==> config.mk <==
export PLATFORM = sky130hd
export DESIGN_NAME = rgb_sequencer
export DESIGN_NICKNAME = d
export VERILOG_FILES = /design/src/rtl/rgb_seq_pkg.sv /design/src/rtl/rgb_sequencer_tick_gen.sv /design/src/rtl/rgb_sequencer.sv
export SDC_FILE = /design/constraint.sdc
export NUM_CORES = 1
export LEC_CHECK = 0
export ABC_AREA = 1
export CAP_MARGIN = 20
export CORE_MARGIN = 10
export CORE_UTILIZATION = 48
export CTS_CLUSTER_DIAMETER = 60
export DETAILED_ROUTE_END_ITERATION = 10
export HOLD_SLACK_MARGIN = 0.03
export PLACE_DENSITY = 0.69
export SETUP_SLACK_MARGIN = 0.1
export SLEW_MARGIN = 0
export SYNTH_ARGS = -nofsm -noshare
export SYNTH_HDL_FRONTEND = slang
export SYNTH_SLANG_ARGS = --single-unit
==> constraint.sdc <==
create_clock -name i_clk -period 1.91 [get_ports i_clk]
set_input_delay 0.4775 -clock i_clk [delete_from_list [all_inputs] [get_ports i_clk]]
set_output_delay 0.4775 -clock i_clk [all_outputs]
set_load 0.01 [all_outputs]
==> src/rtl/rgb_seq_pkg.sv <==
// rtl/rgb_seq_pkg.sv - shared mode and colour definitions for the RGB sequencer
package rgb_seq_pkg;

    typedef enum logic [1:0] {
        MODE_OFF     = 2'd0,
        MODE_STATIC  = 2'd1,
        MODE_CYCLE   = 2'd2,
        MODE_BREATHE = 2'd3
    } mode_e;

    // Colours are {r,g,b} enables; CYCLE mode walks them in index order.
    localparam logic [2:0] BLACK   = 3'b000;
    localparam logic [2:0] BLUE    = 3'b001;
    localparam logic [2:0] GREEN   = 3'b010;
    localparam logic [2:0] CYAN    = 3'b011;
    localparam logic [2:0] RED     = 3'b100;
    localparam logic [2:0] MAGENTA = 3'b101;
    localparam logic [2:0] YELLOW  = 3'b110;
    localparam logic [2:0] WHITE   = 3'b111;

endpackage

==> src/rtl/rgb_sequencer_tick_gen.sv <==
// rtl/rgb_sequencer_tick_gen.sv - divide-by-DIV tick generator with clear and enable
module tick_gen #(
    parameter int DIV = 4
) (
    input  logic i_clk,
    input  logic i_rst,
    input  logic i_clr,
    input  logic i_en,
    output logic o_tick
);

    localparam int              W    = (DIV > 1) ? $clog2(DIV) : 1;
    localparam logic [W-1:0]    LAST = W'(DIV - 1);

    logic [W-1:0] cnt_q;
    logic [W-1:0] cnt_d;

    // A clear on the same edge suppresses the tick so the caller's clear wins.
    assign o_tick = i_en && !i_clr && (cnt_q == LAST);

    always_comb begin
        cnt_d = cnt_q;
        if (i_clr) begin
            cnt_d = '0;
        end else if (i_en) begin
            cnt_d = (cnt_q == LAST) ? '0 : cnt_q + 1'b1;
        end
    end

    always_ff @(posedge i_clk) begin
        if (i_rst) begin
            cnt_q <= '0;
        end else begin
            cnt_q <= cnt_d;
        end
    end

endmodule

==> src/rtl/rgb_sequencer.sv <==
// rtl/rgb_sequencer.sv - RGB status LED driver with PWM, colour cycle and breathe modes
module rgb_sequencer
    import rgb_seq_pkg::*;
#(
    parameter int STEP_CYCLES = 24_000_000,
    parameter int BREATHE_DIV = 94_118,
    parameter int PWM_BITS    = 8
) (
    input  logic                i_clk,
    input  logic                i_rst,
    input  logic [1:0]          i_mode,
    input  logic [2:0]          i_colour,
    input  logic [PWM_BITS-1:0] i_brightness,
    input  logic                i_pause,
    output logic                o_ledr,
    output logic                o_ledg,
    output logic                o_ledb,
    output logic [2:0]          o_step,
    output logic                o_wrap
);

    localparam logic [PWM_BITS-1:0] PWM_LAST = PWM_BITS'((2 ** PWM_BITS) - 2);
    localparam logic [PWM_BITS-1:0] RAMP_ONE = PWM_BITS'(1);

    mode_e               mode_q, mode_d;
    logic [PWM_BITS-1:0] pwm_q, pwm_d;
    logic [2:0]          step_q, step_d;
    logic [PWM_BITS-1:0] ramp_q, ramp_d;
    logic                up_q, up_d;
    logic                wrap_q, wrap_d;
    logic [2:0]          led_q, led_d;

    logic                mode_chg;
    logic                step_tick;
    logic                br_tick;
    logic [2:0]          colour;
    logic [PWM_BITS-1:0] duty;

    assign mode_chg = (mode_e'(i_mode) != mode_q);

    tick_gen #(.DIV(STEP_CYCLES)) u_step_tick (
        .i_clk  (i_clk),
        .i_rst  (i_rst),
        .i_clr  (mode_chg),
        .i_en   ((mode_q == MODE_CYCLE) && !i_pause),
        .o_tick (step_tick)
    );

    tick_gen #(.DIV(BREATHE_DIV)) u_breathe_tick (
        .i_clk  (i_clk),
        .i_rst  (i_rst),
        .i_clr  (mode_chg),
        .i_en   ((mode_q == MODE_BREATHE) && !i_pause),
        .o_tick (br_tick)
    );

    // Reset adopts the requested mode so release is not mistaken for a mode change.
    always_ff @(posedge i_clk) begin
        if (i_rst) begin
            mode_q <= mode_e'(i_mode);
            pwm_q  <= '0;
            step_q <= BLACK;
            ramp_q <= '0;
            up_q   <= 1'b1;
            wrap_q <= 1'b0;
            led_q  <= BLACK;
        end else begin
            mode_q <= mode_d;
            pwm_q  <= pwm_d;
            step_q <= step_d;
            ramp_q <= ramp_d;
            up_q   <= up_d;
            wrap_q <= wrap_d;
            led_q  <= led_d;
        end
    end

    always_comb begin
        mode_d = mode_e'(i_mode);
        pwm_d  = (pwm_q == PWM_LAST) ? '0 : pwm_q + 1'b1;
        step_d = step_q;
        ramp_d = ramp_q;
        up_d   = up_q;
        wrap_d = 1'b0;
        if (mode_chg) begin
            step_d = BLACK;
            ramp_d = '0;
            up_d   = 1'b1;
        end else begin
            if (step_tick) begin
                step_d = (step_q == WHITE) ? BLACK : step_q + 3'd1;
                wrap_d = (step_q == WHITE);
            end
            // Direction flips on the tick that lands on the top or bottom level.
            if (br_tick) begin
                if (up_q) begin
                    ramp_d = ramp_q + 1'b1;
                    up_d   = (ramp_q != PWM_LAST);
                end else begin
                    ramp_d = ramp_q - 1'b1;
                    up_d   = (ramp_q == RAMP_ONE);
                    wrap_d = (ramp_q == RAMP_ONE);
                end
            end
        end
    end

    always_comb begin
        colour = BLACK;
        duty   = '0;
        case (mode_q)
            MODE_STATIC: begin
                colour = i_colour;
                duty   = i_brightness;
            end
            MODE_CYCLE: begin
                colour = step_q;
                duty   = i_brightness;
            end
            MODE_BREATHE: begin
                colour = i_colour;
                duty   = ramp_q;
            end
            default: begin
                colour = BLACK;
                duty   = '0;
            end
        endcase
        led_d = colour & {3{pwm_q < duty}};
    end

    assign o_ledr = led_q[2];
    assign o_ledg = led_q[1];
    assign o_ledb = led_q[0];
    assign o_step = step_q;
    assign o_wrap = wrap_q;

endmodule

==> flow_summary.yaml, run 1 <==
logic_synthesis:
  synth-edff-count: 0
  ys_seq_area_frac: 0.3528
  ys_ff_latch: 68
  synth_cell_types: 37
  async_reset_ff_frac: 0
  synth_nets: 605
  netlist_top_cells_area: "dfxtp_1 35%, nand2_1 14%, nor2_1 10%, ha_1 7.1%, inv_1 6.4%"
  synth_top_area_cell: "dfxtp_1"
  yosysWarnings: 0
  synth_top_cell_area_share: 0.3528
  synthFlopType: "dfxtp_1"
  synth_area_per_cell_sq_um: 6.805
  syn_area_sq_um: 3859
  synthCells: 567
clocking:
  cts_tree: "yes"
  cts_buffers: 9
  clk_latency_ns: 0.35
  htree_levels: 3
  clk_pin_slew_ns: 0.08
  clockRootBuffer: "clkbuf_8"
  cts_hold_buf: 0
  clkSinkCount: 68
  cts_buffer_depth: 2
job:
  cap_violations: 0
global_route:
  gr-total-overflow: 0
  grt_pass1_wl_microns: 15150
  grt_start_max_net_pins: 13
  antenna_found_initial: 0
  grt_pass1_vias: 3504
  grt_use_total: 0.1549
sta:
  maxSlewViolCount: 0
  rsz0062_at_grt: "yes"
  clock.fmax_mhz: 564.2
  fin_crit_sh: 0.9279
  finalWorstSetupSlack_ns: 0.1376
  finalHoldViolCount: 0
  max_slew_margin: 0.6501
  period_needed_ns: 1.772
  fin_skew_ns: 0.005805
  tightest_slew_ns: 0.5214
  setup-violations-final: 0
pwr:
  power.switching_uw: 727.1
  max-vdd-ir-drop_v: 0.0003645
  switching_share: 0.2289
  p_clk_frac: 0.465
  seqPwrFrac: 0.454
  powerDensity_nw_per_um2: 660.1
  internal-power_uw: 2450
  leakagePower_uw: 0.001948
  share_comb_of_total_power: 0.081
routing:
  drt-initial-drc-count: 126
  drc: 0
  dr.pass1.iters: 4
  vias: 3609
  avgViaCountPerCell: 4.917
  routed_wirelength_microns: 8936
  ant_nets: 0
  wl_per_cell_microns: 12.17
finish:
  final_cell_mix: "141 x nand2_1, 101 x nor2_1, 63 x dfxtp_1"
  drive_above_1_share: 0.1503
  final_common_cell: "nand2_1"
  layout.cells.non_filler: 734
  area_delta_synth_final_pct: 24.74
  fin_nets: 665
  diodes: 0
floorplanning:
  die-area_sq_um: 12030
  die_w_microns: 109.7
  die_height_microns: 109.7
  io_pins: 23
  coreArea_sq_um: 7767
  start_util: 0.4968
  rows: 32
placed_design:
  post-place-ws_ns: -0.1502
  hpwlAfterDp_microns: 6556
  gp_congestion: 0.8927
  dp.cells: 712
  io_buffers: 22
worst_setup_path:
  worstSetupEndpointType: "flop"
  cp.required_ns: 2.21
  start_kind: "flop"
  cp_max_fo: 7
  worst_ep_arrival_time_ns: 2.07
  worstSetupPathType: "reg2reg"
worst_hold_path:
  hp-class: "reg2reg"
run_status:
  status: "completed"
timing repair:
action,CTS,global route
endpoints found under the setup margin,12,41
pin swaps,2,12
setup buffers,2,3
cloned,1,0
gates resized for setup,10,33
cell usage after synthesis, types with 2 or more instances:
master    count
nor2_4        4
nand3_1      22
a211oi_2      2
dfxtp_1      68
nor3_1       22
inv_2         2
nand2_2       2
nor3b_1       3
o21ai_1       3
nand2_4       2
inv_1        66
nand3_2       2
o21ai_0      26
xnor2_1       5
nand2_1     145
a21oi_1      14
and3_1        3
o21ai_2       2
o21bai_1      2
nand4_1      14
xor2_1       17
nor2_1      105
ha_1         22
worst max-delay path, cell delays in order (launching register included):
cell and delay, ns:
dfxtp_2 0.35, inv_2 0.05, ha_4 0.32, buf_6 0.11
nand2_2 0.03, o21ai_1 0.06, nand2_1 0.07, ha_1 0.29
nand2_1 0.06, nand2_1 0.04, nand2_1 0.05, nand2_1 0.05
nand2_1 0.07, nand2_2 0.06, nor2_1 0.10
stage by stage:
stage,util,TNS (ns),power [uW],area [sq um],hold WS [ns]
after global routing,0.6197,-0.1147,3296,4813,0.5052
after global placement,0.5646,-3.055,1698,4385,0.4529
after floorplan,-,0,1608,3871,0.4436
after detailed placement,0.5646,-3.838,1702,4385,0.4661
after CTS,0.6033,0,3184,4686,0.4762
final,0.6197,0,3177,4813,0.4789
registers in the layout, indices dropped and copies added (netlist names):
name and flops:
pwm_q 8, ramp_q 8, o_step 3, mode_q 2
led_q 3, o_wrap 1, u_step_tick.cnt_q 25, up_q 1
u_breathe_tick.cnt_q 17
layout make-up:
cell class,count,area (sq um)
Multi-Input combinational cell,426,2331
Tap cell,102,127.6
Sequential cell,68,1368
Timing Repair Buffer,53,474.2
Clock buffer,10,137.6
Fill cell,677,2954
Inverter,69,264.0
Clock inverter,6,111.4
per-layer routing:
| layer | wire length (microns) | track usage | part of all wire | up-vias |
|---|---|---|---|---|
| li1 | - | - | - | 1924 |
| met1 | 4146 | 0.1806 | 0.46 | 1625 |
| met2 | 4349 | 0.2692 | 0.49 | 45 |
| met3 | 243 | 0.02692 | 0.027 | 15 |
| met4 | 197 | 0.07435 | 0.022 | 0 |
| met5 | 0 | 0 | 0 | - |
path summary, 6_finish.rpt:
path	from	endpoint	slack, ns	depth (start not counted)
min	u_breathe_tick.cnt_q[15]	u_breathe_tick.cnt_q[15]	0.48	2
max reg2reg	mode_q[1]	led_q[1]	0.14	14
min reg2reg	u_breathe_tick.cnt_q[15]	u_breathe_tick.cnt_q[15]	0.48	2
max	mode_q[1]	led_q[1]	0.14	14
cells by family after synthesis:
family,Yosys count,share of synthesized area
xor gates and xnor gates,22,0.04993
AOI/OAI and AO/OA,53,0.07815
adders and majority gates,22,0.07133
DFF,68,0.3528
buffers and inverters,74,0.07652
and+or+nand+nor,328,0.3713
power groups by stage:
stage | registers [uW] | clock network [uW] | logic [uW]
finish | 1440 | 1480 | 256
global route | 1440 | 1560 | 288
CTS | 1440 | 1500 | 240
detailed placement | 1480 | 0 | 226
global placement | 1470 | 0 | 223
floorplan | 1470 | 0 | 135
No activity file was read; power rests on OpenSTA's default activity.
==> run 2, diff against run 1 <==
--- a/config.mk
+++ b/config.mk
@@ -14,7 +14,6 @@
 export HOLD_SLACK_MARGIN = 0.03
 export PLACE_DENSITY = 0.69
 export SETUP_SLACK_MARGIN = 0.1
-export SLEW_MARGIN = 0
 export SYNTH_ARGS = -nofsm -noshare
 export SYNTH_HDL_FRONTEND = slang
 export SYNTH_SLANG_ARGS = --single-unit
==> results of run 2 <==
Same layout as run 1: the final DEF is identical, and so are final timing and power.
==> run 3, diff against run 2 <==
--- a/config.mk
+++ b/config.mk
@@ -8,11 +8,11 @@
 export ABC_AREA = 1
 export CAP_MARGIN = 20
 export CORE_MARGIN = 10
-export CORE_UTILIZATION = 48
+export CORE_UTILIZATION = 54
 export CTS_CLUSTER_DIAMETER = 60
 export DETAILED_ROUTE_END_ITERATION = 10
 export HOLD_SLACK_MARGIN = 0.03
-export PLACE_DENSITY = 0.69
+export PLACE_DENSITY = 0.76
 export SETUP_SLACK_MARGIN = 0.1
 export SYNTH_ARGS = -nofsm -noshare
 export SYNTH_HDL_FRONTEND = slang
==> run 3 against run 2 <==
  * Fmax is 2.7% lower
  * Die area is 9.1% lower
  * Register-to-register slack worse by 0.05 ns
  * Clock skew is 0.0043 ns higher
  * Final cell count is 0.41% lower
  * Final area is 1.6% lower
  * Largest power group is now sequential cells
==> flow_summary.yaml, run 3 (same netlist as run 1, synthesis figures left out) <==
floorplanning:
  die-area_sq_um: 10930
  rows: 30
  start_util: 0.5617
  io_pins: 23
  die_height_microns: 104.5
  coreArea_sq_um: 6869
  die_w_microns: 104.5
finish:
  seqCellArea_sq_um: 1369
  largest_register_ffs: 25
  multi_input_area_sq_um: 2335
  final_cell_mix: "140 x nand2_1, 100 x nor2_1, 64 x dfxtp_1"
  final_common_cell: "nand2_1"
  largestRegisters: "u_step_tick.cnt_q: 25 flops, u_breathe_tick.cnt_q: 17 flops"
  drive_above_1_share: 0.1559
  diodes: 0
  top_register: "u_step_tick.cnt_q"
  nFillCells: 596
  area_delta_synth_final_pct: 22.76
  fin_nets: 668
  layout.cells.non_filler: 731
clocking:
  htree_levels: 3
  clk_pin_slew_ns: 0.07
  cts_buffers: 9
  clockRootBuffer: "clkbuf_8"
  cts_hold_buf: 0
  clkSinkCount: 68
  clk_latency_ns: 0.35
  cts_buffer_depth: 2
  cts_tree: "yes"
worst_setup_path:
  endpoint: "led_q[1]"
  cp.required_ns: 2.19
  r2r-start: "mode_q[1]"
  worstReg2RegEnd: "led_q[1]"
  crit_start: "mode_q[1]"
  r2r_setup_slack_ns: 0.09
  path_cells: "inv_4, ha_4, nand2_1, o21ai_1, nand2_1, ha_4, a21oi_2, nor2_1, a211oi_2, nand2_2, nor2_2"
  crit_cells: 11
  worst_ep_arrival_time_ns: 2.11
  critPathBufInv: 1
  crit_slowest_cell: "dfxtp_4"
  r2r_cells: 11
  cp_max_fo: 6
  worstSetupEndpointType: "flop"
  worstSetupPathType: "reg2reg"
  crit_family: "adder cells"
  start_kind: "flop"
  cp_slowest_stage_delay_ns: 0.37
sta:
  finalHoldViolCount: 0
  fin_crit_sh: 0.9535
  rsz0062_at_grt: "yes"
  tightest_slew_ns: 0.5282
  worst_hold_slack_ns: 0.4733
  max_slew_margin: 0.6455
  clock.fmax_mhz: 549.1
  maxSlewViolCount: 0
  fin_skew_ns: 0.01014
  setup-violations-final: 0
  period_needed_ns: 1.821
global_route:
  grt_pass1_wl_microns: 15300
  gr-total-overflow: 0
  grt_start_max_net_pins: 13
  grt_use_total: 0.1637
  grt_pass1_vias: 3537
  antenna_found_initial: 0
placed_design:
  hpwlAfterDp_microns: 6532
  io_buffers: 22
  dp.cells: 707
  gp_congestion: 0.9174
pwr:
  leakagePower_uw: 0.001944
  powerDensity_nw_per_um2: 578.8
  max-vdd-ir-drop_v: 0.0003871
routing:
  ant_nets: 0
  dr.pass1.iters: 5
  drt-initial-drc-count: 176
  avgViaCountPerCell: 5.083
  wl_per_cell_microns: 11.88
  routed_wirelength_microns: 8682
  vias: 3716
  drc: 0
run_status:
  status: "completed"
worst_hold_path:
  hp-class: "reg2reg"
job:
  cap_violations: 0
## run 3: cell types whose count changed in the layout (fill, tap and decap cells not counted), moves of 2 or more
cell / change
nor2_2: +2
ha_2: -2
o21ai_2: +3
buf_4: +5
o21ai_1: -3
bufinv_16: -3
dfxtp_2: -2
nand2_4: +2
clkinv_2: +3
ha_1: +2
## run 3: worst min path at each step
stage                                        start                        to  slack (ns)  depth (start not counted)
after floorplan           u_breathe_tick.cnt_q[15]  u_breathe_tick.cnt_q[15]        0.44                          2
after global placement    u_breathe_tick.cnt_q[15]  u_breathe_tick.cnt_q[15]        0.45                          2
after detailed placement  u_breathe_tick.cnt_q[15]  u_breathe_tick.cnt_q[15]        0.46                          2
after CTS                 u_breathe_tick.cnt_q[15]  u_breathe_tick.cnt_q[15]        0.48                          2
after global routing      u_breathe_tick.cnt_q[15]  u_breathe_tick.cnt_q[15]        0.51                          2
final                     u_breathe_tick.cnt_q[15]  u_breathe_tick.cnt_q[15]        0.47                          2
## run 3: what timing repair did
action                                  in CTS  in global routing
buffers inserted                             3                  4
gates cloned                                 0                  1
resized for setup                            7                 37
pin swaps                                    3                 13
endpoints found under the setup margin       6                 17
## run 3: worst reg2reg max path, cell delays in order (launching register included)
cell and delay (ns):
dfxtp_4 0.37, inv_4 0.04, ha_4 0.30, nand2_1 0.06
o21ai_1 0.06, nand2_1 0.09, ha_4 0.23, a21oi_2 0.12
nor2_1 0.06, a211oi_2 0.22, nand2_2 0.09, nor2_2 0.10
## run 3: final cells by class
type                            count  share of cell area
Timing Repair Buffer               56              0.1012
Inverter                           69             0.05626
Tap cell                           96             0.02536
Clock buffer                        9             0.02615
Sequential cell                    68              0.2890
Clock inverter                      7            0.009245
Multi-Input combinational cell    426              0.4929
## run 3: layer usage
layer	GRT usage	up-vias	wire, microns
met4	0.08847	0	225
li1	-	1933	-
met5	0	-	0
met3	0.02457	22	280
met1	0.1902	1690	3872
met2	0.2829	71	4305
## run 3: power breakdown
part           internal [uW]  total [uW]  switching (uW)
Sequential              1430        1440            14.9
Combinational            136         283             147
Clock                    462        1020             553
Total                   2030        2740             715
## run 3: stage by stage
| stage | setup TNS (ns) | total power [uW] | setup slack [ns] | cell area (sq um) | util |
|---|---|---|---|---|---|
| floorplan | 0 | 1608 | 0.1151 | 3871 | - |
| global placement | -2.912 | 1700 | -0.1233 | 4373 | 0.6366 |
| detailed placement | -3.854 | 1708 | -0.1665 | 4373 | 0.6366 |
| CTS | 0 | 2733 | 0.06662 | 4572 | 0.6656 |
| global route | -0.08501 | 2867 | -0.03378 | 4737 | 0.6896 |
| finish | 0 | 2742 | 0.08883 | 4737 | 0.6896 |
==> patch 1, RTL diff (settings of run 1) <==
Set the parameter `BREATHE_DIV` to 47_059 (it was 94_118).
--- a/src/rtl/rgb_sequencer.sv
+++ b/src/rtl/rgb_sequencer.sv
@@ -3,7 +3,7 @@
     import rgb_seq_pkg::*;
 #(
     parameter int STEP_CYCLES = 24_000_000,
-    parameter int BREATHE_DIV = 94_118,
+    parameter int BREATHE_DIV = 47_059,
     parameter int PWM_BITS    = 8
 ) (
     input  logic                i_clk,
Formal check against the unedited RTL: no difference found for any inputs over 10 cycles, from zero or initial values and one cycle with i_rst high; that may be too few to reach the edited logic, so the function may still have changed.
==> patch 1 against run 1 <==
Core utilization down 1.3 points. Sequential cell count down 1. Cell area up 4.1%. Power down 1.7%. Wire length up 5.0%. Area after synthesis up 5.8%. Non-clock buffer count up 1. Sequential share of layout area down 1.6 points. Worst setup slack worse by 39 ps. Critical path depth unchanged.
==> patch 1: results <==
set metrics [dict create \
    non_clock_buffer_count 54 \
    power.switching_uw 729 \
    vdd_drop_max_mv 0.368 \
    syn-num-nets 622 \
    n_fill_cell 737 \
    routedWlPerCell_um 12.5 \
    buffer_area_share_pct 9.26 \
    grt_pass1_wl_mm 16.0 \
    status "completed" \
    top_regs "u_step_tick.cnt_q: 25 flops, u_breathe_tick.cnt_q: 16 flops" \
    multi_input_area_um2 2580 \
    r2r_end "led_q[2]" \
    post_cts_buffers 1 \
    synth.distinct_cells 46 \
    drive_gt1_share_pct 19.3 \
    gr-usage-met1_pct 19.6 \
    powerClk_mw 1.43 \
    vias 3813 \
    hpwl_mm 6.98 \
    n_all_inverters 65 \
    nNetsFinal 680 \
    synth_compound_area_share_pct 8.70 \
    p_leak_nw 1.94 \
    wl_met1_mm 4.71 \
    final_area_um2 5010 \
    grtUsageTotal_pct 14.6 \
    synthXorXnorAreaFrac_pct 5.79 \
    dr_wl_met2_mm 4.23 \
    placed_area_um2 4560 \
    ys_top_cells_by_area "dfxtp_1 (33%), nand2_1 (13%), nor2_1 (8.4%), ha_1 (6.7%), inv_1 (5.2%)" \
    pre_cts_slack_ps -167 \
    fin_ws_ps 98.4 \
    clkSinkCount 67 \
    multi_input_gates 445 \
    die-width_um 112 \
    vias_per_cell 5.07 \
    synth_fa_ha_area_share_pct 6.74 \
    pwr-share-clk_pct 45.9 \
    synthTopCellsByCount "nand2_1 (139), nor2_1 (91), dfxtp_1 (67)" \
    regArea_um2 1340 \
    gp_congestion 0.902 \
    clock_skew_ps 12.4 \
]
-- patch 1: changes by cell type in the layout (fill, tap and decap cells not counted), sizes merged, moves of 5 or more --
cell / delta
inv: -5
nand3: +6
nor3: -6
a21oi: +8
-- patch 1: cell families after synthesis --
kind of cell,after synthesis
AND/OR/NAND/NOR,333
buffers and inverters,73
flip-flops,67
AO/OA/AOI/OAI,62
XOR/XNOR,27
adder cells (fa/ha/maj),22
-- patch 1: worst min path at each step --
stage,start,end,slack (ps),cells after the start
4_1_cts,pwm_q[0],pwm_q[0],490,1
6_report,pwm_q[0],pwm_q[0],490,1
5_1_grt,pwm_q[0],pwm_q[0],510,1
3_5_place_dp,pwm_q[0],pwm_q[0],480,1
3_3_place_gp,pwm_q[0],pwm_q[0],460,1
2_1_floorplan,pwm_q[0],pwm_q[0],440,1
==> patch 2, RTL diff (flow settings as in run 1) <==
Without the edit above. Register the inputs `i_mode`, `i_colour`, `i_brightness` and `i_pause` before use. The logic sees them one clock later.
--- a/src/rtl/rgb_sequencer.sv
+++ b/src/rtl/rgb_sequencer.sv
@@ -22,6 +22,18 @@
     localparam logic [PWM_BITS-1:0] PWM_LAST = PWM_BITS'((2 ** PWM_BITS) - 2);
     localparam logic [PWM_BITS-1:0] RAMP_ONE = PWM_BITS'(1);
 
+    logic [1:0] i_mode_q;
+    logic [2:0] i_colour_q;
+    logic [PWM_BITS-1:0] i_brightness_q;
+    logic i_pause_q;
+
+    always_ff @(posedge i_clk) begin
+        i_mode_q       <= i_mode;
+        i_colour_q     <= i_colour;
+        i_brightness_q <= i_brightness;
+        i_pause_q      <= i_pause;
+    end
+
     mode_e               mode_q, mode_d;
     logic [PWM_BITS-1:0] pwm_q, pwm_d;
     logic [2:0]          step_q, step_d;
@@ -36,13 +48,13 @@
     logic [2:0]          colour;
     logic [PWM_BITS-1:0] duty;
 
-    assign mode_chg = (mode_e'(i_mode) != mode_q);
+    assign mode_chg = (mode_e'(i_mode_q) != mode_q);
 
     tick_gen #(.DIV(STEP_CYCLES)) u_step_tick (
         .i_clk  (i_clk),
         .i_rst  (i_rst),
         .i_clr  (mode_chg),
-        .i_en   ((mode_q == MODE_CYCLE) && !i_pause),
+        .i_en   ((mode_q == MODE_CYCLE) && !i_pause_q),
         .o_tick (step_tick)
     );
 
@@ -50,14 +62,14 @@
         .i_clk  (i_clk),
         .i_rst  (i_rst),
         .i_clr  (mode_chg),
-        .i_en   ((mode_q == MODE_BREATHE) && !i_pause),
+        .i_en   ((mode_q == MODE_BREATHE) && !i_pause_q),
         .o_tick (br_tick)
     );
 
     // Reset adopts the requested mode so release is not mistaken for a mode change.
     always_ff @(posedge i_clk) begin
         if (i_rst) begin
-            mode_q <= mode_e'(i_mode);
+            mode_q <= mode_e'(i_mode_q);
             pwm_q  <= '0;
             step_q <= BLACK;
             ramp_q <= '0;
@@ -76,7 +88,7 @@
     end
 
     always_comb begin
-        mode_d = mode_e'(i_mode);
+        mode_d = mode_e'(i_mode_q);
         pwm_d  = (pwm_q == PWM_LAST) ? '0 : pwm_q + 1'b1;
         step_d = step_q;
         ramp_d = ramp_q;
@@ -110,15 +122,15 @@
         duty   = '0;
         case (mode_q)
             MODE_STATIC: begin
-                colour = i_colour;
-                duty   = i_brightness;
+                colour = i_colour_q;
+                duty   = i_brightness_q;
             end
             MODE_CYCLE: begin
                 colour = step_q;
-                duty   = i_brightness;
+                duty   = i_brightness_q;
             end
             MODE_BREATHE: begin
-                colour = i_colour;
+                colour = i_colour_q;
                 duty   = ramp_q;
             end
             default: begin
Check against the original RTL: not equivalent (a bounded check fails within 4 cycles, from zero or initial values and one cycle with i_rst high).
==> patch 2 against run 1 <==
Power increased by 1.4%. Hold slack lost 96 ps. Die area is 7.7% higher. Cell area increased by 4.3%. Sequential cell count increased by 14. Worst setup slack worse by 60 ps. Core utilization decreased by 3.8 points. Area after synthesis rose by 9.4%. Count of clock-buffer cells in the layout increased by 2. Wire length up 4.3%. Clock skew grew 3.6 ps. Combinational power grew 3%. Highest routed layer unchanged.
==> patch 2: results <==
set metrics [dict create \
    status "completed" \
    swShare_pct 22.8 \
    placed_area_um2 4660 \
    powerClk_mw 1.20 \
    cp_slowest_cell "dfxtp_4" \
    non_clock_buffer_count 40 \
    hold_end "mode_q[1]" \
    vias 3731 \
    nNetsFinal 679 \
    drive_gt1_share_pct 14.1 \
    multi_input_gates 425 \
    wl_met3_um 361 \
    r2r_end "led_q[2]" \
    clkSinkCount 82 \
    syn-num-nets 634 \
    routedWlPerCell_um 12.4 \
    grt_pass1_vias 3467 \
    syn_to_final_growth_pct 18.9 \
    grtUsageTotal_pct 14.6 \
    synthTopCellsByCount "nand2_1 (140), nor2_1 (101), dfxtp_1 (82)" \
    p_leak_nw 2.07 \
    gr-usage-met1_pct 19.9 \
    clock_skew_ps 9.38 \
    grt_pass1_wl_mm 16.0 \
    hp-start "i_mode_q[1]" \
    max_stage_delay_ps 380 \
    grt_use_met2_pct 23.0 \
    fin_hold_ws_ps 383 \
    power_frac_seq_pct 54.5 \
]
-- patch 2: cell types whose count changed in the layout (fill, tap and decap cells not counted), moves of 5 or more --
cell	before	now
inv_1	62	74
xor2_1	17	11
dfxtp_1	63	80
buf_4	27	15
nor3_1	22	10
nand2_1	141	135
nand2_2	5	10
-- patch 2: worst max path at each step --
stage | cells after the start | endpoint | startpoint
after floorplan | 12 | led_q[0] | mode_q[0]
after global placement | 11 | led_q[1] | mode_q[0]
after detailed placement | 11 | led_q[2] | mode_q[0]
after CTS | 11 | led_q[1] | mode_q[1]
after global routing | 12 | led_q[2] | mode_q[1]
final | 14 | led_q[2] | mode_q[1]
-- patch 2: cell families after synthesis --
logic type	share of synthesized area (%)
fa+ha+maj	6.52
simple gates	35.2
xor+xnor	3.53
buf+inv	8.36
compound gates	7.53
flops	38.9
-- patch 2: repair_timing --
item	in CTS	in global routing
hold endpoints to repair	0	0
endpoints found under the setup margin	5	25
resized for setup	6	34
pin swaps	4	10
buffers inserted	3	3
